[src/rtl/ddr3_ca_delay_ctrl.sv]
// Sequencer for one DDR3 address/command IOD delay line: turns host load/move
// commands into spaced LOAD/MOVE/DIRECTION pulses and tracks the tap value.
module ddr3_ca_delay_ctrl #(
  parameter int TAP_W         = 8,
  parameter int MAX_TAP       = 255,
  parameter int LOAD_TAP      = 1,
  parameter int STEP_W        = 8,
  parameter int SETTLE_CYCLES = 4
) (
  input  logic              FAB_CLK,
  input  logic              SYNC_RST,
  input  logic              CMD_VALID,
  output logic              CMD_READY,
  input  logic              CMD_LOAD,
  input  logic              CMD_DIR,
  input  logic [STEP_W-1:0] CMD_STEPS,
  output logic              DONE,
  output logic              RANGE_ERR,
  output logic [TAP_W-1:0]  TAP_VAL,
  output logic              DELAY_LINE_LOAD,
  output logic              DELAY_LINE_MOVE,
  output logic              DELAY_LINE_DIRECTION,
  input  logic              DELAY_LINE_OUT_OF_RANGE
);

  localparam int CNT_W = (SETTLE_CYCLES > 1) ? $clog2(SETTLE_CYCLES) : 1;
  localparam logic [TAP_W-1:0] TAP_MAX  = TAP_W'(MAX_TAP);
  localparam logic [TAP_W-1:0] TAP_LOAD = TAP_W'(LOAD_TAP);
  localparam logic [CNT_W-1:0] CNT_LAST = CNT_W'(SETTLE_CYCLES - 1);

  typedef enum logic [2:0] {
    S_IDLE,
    S_SETUP,
    S_PULSE,
    S_SETTLE,
    S_DONE
  } state_t;

  state_t              state_reg, state_next;
  logic                load_reg, load_next;
  logic                dir_reg, dir_next;
  logic [STEP_W-1:0]   steps_reg, steps_next;
  logic [CNT_W-1:0]    cnt_reg, cnt_next;
  logic [TAP_W-1:0]    tap_reg, tap_next;
  logic                err_reg, err_next;

  logic                guard_ok;
  logic [TAP_W-1:0]    tap_step;
  logic [TAP_W-1:0]    tap_back;

  // A move is only legal if it cannot push the tap past either end.
  assign guard_ok = !((tap_reg == TAP_MAX && dir_reg) || (tap_reg == '0 && !dir_reg));
  assign tap_step = dir_reg ? tap_reg + TAP_W'(1) : tap_reg - TAP_W'(1);
  assign tap_back = dir_reg ? tap_reg - TAP_W'(1) : tap_reg + TAP_W'(1);

  always_ff @(posedge FAB_CLK) begin
    if (SYNC_RST) begin
      state_reg <= S_IDLE;
      load_reg  <= 1'b0;
      dir_reg   <= 1'b0;
      steps_reg <= '0;
      cnt_reg   <= '0;
      tap_reg   <= TAP_LOAD;
      err_reg   <= 1'b0;
    end else begin
      state_reg <= state_next;
      load_reg  <= load_next;
      dir_reg   <= dir_next;
      steps_reg <= steps_next;
      cnt_reg   <= cnt_next;
      tap_reg   <= tap_next;
      err_reg   <= err_next;
    end
  end

  always_comb begin
    state_next = state_reg;
    load_next  = load_reg;
    dir_next   = dir_reg;
    steps_next = steps_reg;
    cnt_next   = cnt_reg;
    tap_next   = tap_reg;
    err_next   = err_reg;

    case (state_reg)
      S_IDLE: begin
        if (CMD_VALID) begin
          state_next = S_SETUP;
          load_next  = CMD_LOAD;
          steps_next = CMD_STEPS;
          err_next   = 1'b0;
          if (!CMD_LOAD) dir_next = CMD_DIR;
        end
      end
      S_SETUP: begin
        if (load_reg) begin
          state_next = S_PULSE;
        end else if (steps_reg == '0) begin
          state_next = S_DONE;
        end else if (!guard_ok) begin
          state_next = S_DONE;
          err_next   = 1'b1;
        end else begin
          state_next = S_PULSE;
          tap_next   = tap_step;
          steps_next = steps_reg - STEP_W'(1);
        end
      end
      S_PULSE: begin
        state_next = S_SETTLE;
        cnt_next   = CNT_LAST;
      end
      S_SETTLE: begin
        if (cnt_reg != '0) begin
          cnt_next = cnt_reg - CNT_W'(1);
        end else if (load_reg) begin
          state_next = S_DONE;
          tap_next   = TAP_LOAD;
        end else if (DELAY_LINE_OUT_OF_RANGE) begin
          // The IOD refused the last move, so undo our tracked step.
          state_next = S_DONE;
          tap_next   = tap_back;
          err_next   = 1'b1;
        end else if (steps_reg == '0) begin
          state_next = S_DONE;
        end else if (!guard_ok) begin
          state_next = S_DONE;
          err_next   = 1'b1;
        end else begin
          state_next = S_PULSE;
          tap_next   = tap_step;
          steps_next = steps_reg - STEP_W'(1);
        end
      end
      S_DONE: begin
        state_next = S_IDLE;
      end
      default: begin
        state_next = S_IDLE;
      end
    endcase
  end

  always_comb begin
    CMD_READY            = (state_reg == S_IDLE);
    DONE                 = (state_reg == S_DONE);
    DELAY_LINE_LOAD      = (state_reg == S_PULSE) && load_reg;
    DELAY_LINE_MOVE      = (state_reg == S_PULSE) && !load_reg;
    DELAY_LINE_DIRECTION = dir_reg;
    RANGE_ERR            = err_reg;
    TAP_VAL              = tap_reg;
  end

endmodule

[config.mk]
export PLATFORM = sky130hd
export DESIGN_NAME = ddr3_ca_delay_ctrl
export DESIGN_NICKNAME = d
export VERILOG_FILES = /design/src/rtl/ddr3_ca_delay_ctrl.sv
export SDC_FILE = /design/constraint.sdc
export NUM_CORES = 1
export LEC_CHECK = 0
export CAP_MARGIN = 20
export CORE_ASPECT_RATIO = 0.7
export CORE_MARGIN = 2
export CORE_UTILIZATION = 50
export CTS_BUF_LIST = sky130_fd_sc_hd__clkbuf_4 sky130_fd_sc_hd__clkbuf_8 sky130_fd_sc_hd__clkbuf_16
export CTS_CLUSTER_DIAMETER = 120
export DETAILED_ROUTE_END_ITERATION = 10
export GPL_TIMING_DRIVEN = 1
export PLACE_DENSITY = 0.82
export SLEW_MARGIN = 20
export SYNTH_ARGS = -nofsm -noshare
export SYNTH_HDL_FRONTEND = slang
export SYNTH_SLANG_ARGS = --single-unit
[constraint.sdc]
create_clock -name FAB_CLK -period 2.43 [get_ports FAB_CLK]
set_input_delay 0.729 -clock FAB_CLK [delete_from_list [all_inputs] [get_ports FAB_CLK]]
set_output_delay 0.729 -clock FAB_CLK [all_outputs]
set_load 0.05 [all_outputs]
==> qor.yml <==
hold_violations: 0
syn_area_um2: 1860
slew_headroom_pct: 67.2
grt_pass1_vias: 1670
die_h_um: 55.1
drive_gt1_share_pct: 15.3
grt_util_met3_pct: 5.19
dieArea_um2: 4240
synth_top_area_share_pct: 25.8
arrival_ns: 1.63
fin_nets: 289
totalWireLength_um: 4660
p_leak_nw: 0.847
antenna_found_initial: 0
synth-simple-area-share_pct: 31.1
placed_area_um2: 2240
grt_setup_unrepaired: "no"
hold_buffers: 0
path_delay_family: "buffers and inverters"
period_needed_ns: 2.36
postCtsSetupBuffers: 0
core_um2: 3560
num_rows: 18
top_usage_layer: "met2"
ys_seq_area_share_pct: 25.8
critPathBufInv: 1
antenna_left: 0
grt_pass1_wl_um: 7690
max_stage_delay_ns: 0.86
power.total_mw: 2.02
hp-class: "flop to flop"
gp_congestion: 0.876
pwr-share-clk_pct: 14.2
grt_usage_pct: 23.1
cts_tree: "yes"
avgSynthCellArea_um2: 7.77
path_cells: "clkdlybuf4s50_1"
muxShareOfSynthArea_pct: 1.61
multi_input_area_um2: 1280
first_pass_iters: 6
fmax_mhz: 424
grt_max_degree: 20
io_buffers: 27
skew_ns: 0.00985
ys.flop_type: "dfxtp_1"
endpoint_kind: "output port"
synth_top_cell_by_area: "dfxtp_1"
tightest_slew_ns: 0.479
finalWorstSetupSlack_ns: 0.0689
post-dp-hpwl_um: 3390
syn2layout_area_growth_pct: 23.2
nFillCells: 325
crit_fanout: 9
slew_violations: 0
synth-xor-area-share_pct: 0.470
crit_slowest_cell: "clkdlybuf4s50_1"
synth.area.top_cells: "dfxtp_1, a21oi_1, ha_1"
ys_types: 58
vias: 1936
overflow: 0
synth-seq-cells: 24
synthCells: 240
cell_internal_pwr_mw: 1.07
synth_top_family_by_area: "simple AND/OR/NAND/NOR gates"
synth_edf_count: 0
drt-initial-drc-count: 151
switchingPower_uw: 950
final_area_um2: 2300
syn_nets: 260
cp-start-kind: "flop"
fin_util_pct: 64.6
wire_per_inst_um: 14.7
ir_worst_vdd_mv: 0.507
dp_slack_ns: -0.140
drcViolationCount: 0
numCtsBuffers: 3
insertion_delay_ns: 0.28
use_met1_pct: 32.7
clock_sinks: 24
root_buffer: "clkbuf_8"
synth_adder_area_share_pct: 4.03
start_util_pct: 52.4
setup_violations: 0
ys.warnings.count: 0
required_ns: 1.70
status: "finished clean"
timing.final.crit_share_pct: 97.2
seq_area_um2: 480
clockBufferDepth: 2
switching_share_pct: 47.0
vias_per_cell: 6.09
power.density_nw_per_um2: 879
path_clk_slew_ns: 0.10
num_antenna_cells: 0
met2_usage_pct: 36.1
crit_type: "flop to output port"
pwr-share-comb_pct: 55.7
p_seq_share_pct: 30.1
async_flop_share_pct: 0
cap_violations: 0
ios: 28
post_cts_resized: 0
htree_levels: 1
die_x_um: 77.0
synth-compound-area-share_pct: 30.5
-- synthesized netlist by cell type (3+ instances only) --
master    number
nand4_1        4
nor3b_1        4
nor2_1        20
a211oi_1       3
nor2b_1        4
o21a_1         4
clkbuf_1       9
nand2b_1       7
dfxtp_1       24
o311ai_1       5
nand3_1        9
mux2i_1        3
and3_1         4
nand2_1       15
nor4_2         3
o21ai_0        5
nor3_1         8
inv_1          8
o21ai_1        5
buf_2          6
a21oi_1       18
a31oi_1        9
o41ai_1        3
ha_1           6
or3_1          5
o31ai_1        7
-- path summary, 6_finish.rpt --
| path | startpoint | endpoint | slack (ns) | cells past startpoint |
|---|---|---|---|---|
| setup / recovery | TAP_VAL[0]$_SDFFE_PP1P_ | TAP_VAL[0] | 0.07 | 1 |
| hold / removal | RANGE_ERR$_SDFFE_PP0P_ | RANGE_ERR$_SDFFE_PP0P_ | 0.48 | 2 |
| setup reg to reg | TAP_VAL[0]$_SDFFE_PP1P_ | steps_reg[1]$_SDFFE_PP0P_ | 0.21 | 8 |
| hold reg to reg | RANGE_ERR$_SDFFE_PP0P_ | RANGE_ERR$_SDFFE_PP0P_ | 0.48 | 2 |
-- area by class of cell --
type,instances,area share (%)
flip-flops and latches,24,20.9
repair buffers,42,16.9
well taps,50,2.72
clock buffers,4,2.40
inverters,8,1.31
multi-input cells,190,55.8
-- kinds of logic after synthesis --
family / Yosys count
adder cells (fa/ha/maj): 6
buffers and inverters: 26
AND/OR/NAND/NOR: 99
multiplexers: 3
flip-flops: 24
XOR/XNOR: 1
AO/OA/AOI/OAI: 81
-- power by group through the flow --
| stage | Combinational (mW) | Clock, mW | Sequential (mW) |
|---|---|---|---|
| after global placement | 1.09 | 0 | 0.612 |
| final | 1.12 | 0.286 | 0.609 |
| after detailed placement | 1.11 | 0 | 0.613 |
| after floorplan | 0.773 | 0 | 0.643 |
| after global routing | 1.24 | 0.304 | 0.625 |
| after CTS | 1.12 | 0.290 | 0.605 |
-- per-layer routing --
layer / vias to the layer above / wire [µm]
li1: 972 / -
met1: 885 / 2310
met2: 77 / 1960
met3: 2 / 375
met4: 0 / 12
met5: - / 0
-- worst reg2reg max path, delay by kind of cell, from the launching register on --
| family | cells | cell delay (ns) |
|---|---|---|
| compound gates | 4 | 1.05 |
| fa+ha+maj | 1 | 0.20 |
| buf+inv | 1 | 0.10 |
| flops | 1 | 0.49 |
| simple gates | 2 | 0.24 |
-- through the flow --
stage          instances  hold WS [ns]  setup TNS, ns
2_1_floorplan        240         0.448        -0.0226
3_3_place_gp         314         0.456         -0.209
3_5_place_dp         314         0.454         -0.434
4_1_cts              318         0.474              0
5_1_grt              318         0.522              0
6_report             318         0.482              0
-- placed cells by master, fill, tap and decap left out, types with 4 or more instances in the layout --
cell type	netlist	layout
a21oi_1	18	18
a31oi_1	9	9
and3_1	4	4
buf_4	2	21
clkbuf_8	0	4
clkdlybuf4s50_1	0	19
dfxtp_1	24	24
ha_1	6	6
inv_1	8	8
nand2_1	15	15
nand2b_1	7	7
nand3_1	9	9
nand4_1	4	4
nor2_1	20	20
nor2b_1	4	4
nor3_1	8	8
o21a_1	4	4
o21ai_0	5	5
o21ai_1	5	5
o311ai_1	5	5
o31ai_1	7	7
or3_1	5	5
Note: power is estimated with default switching activity, not from simulation.
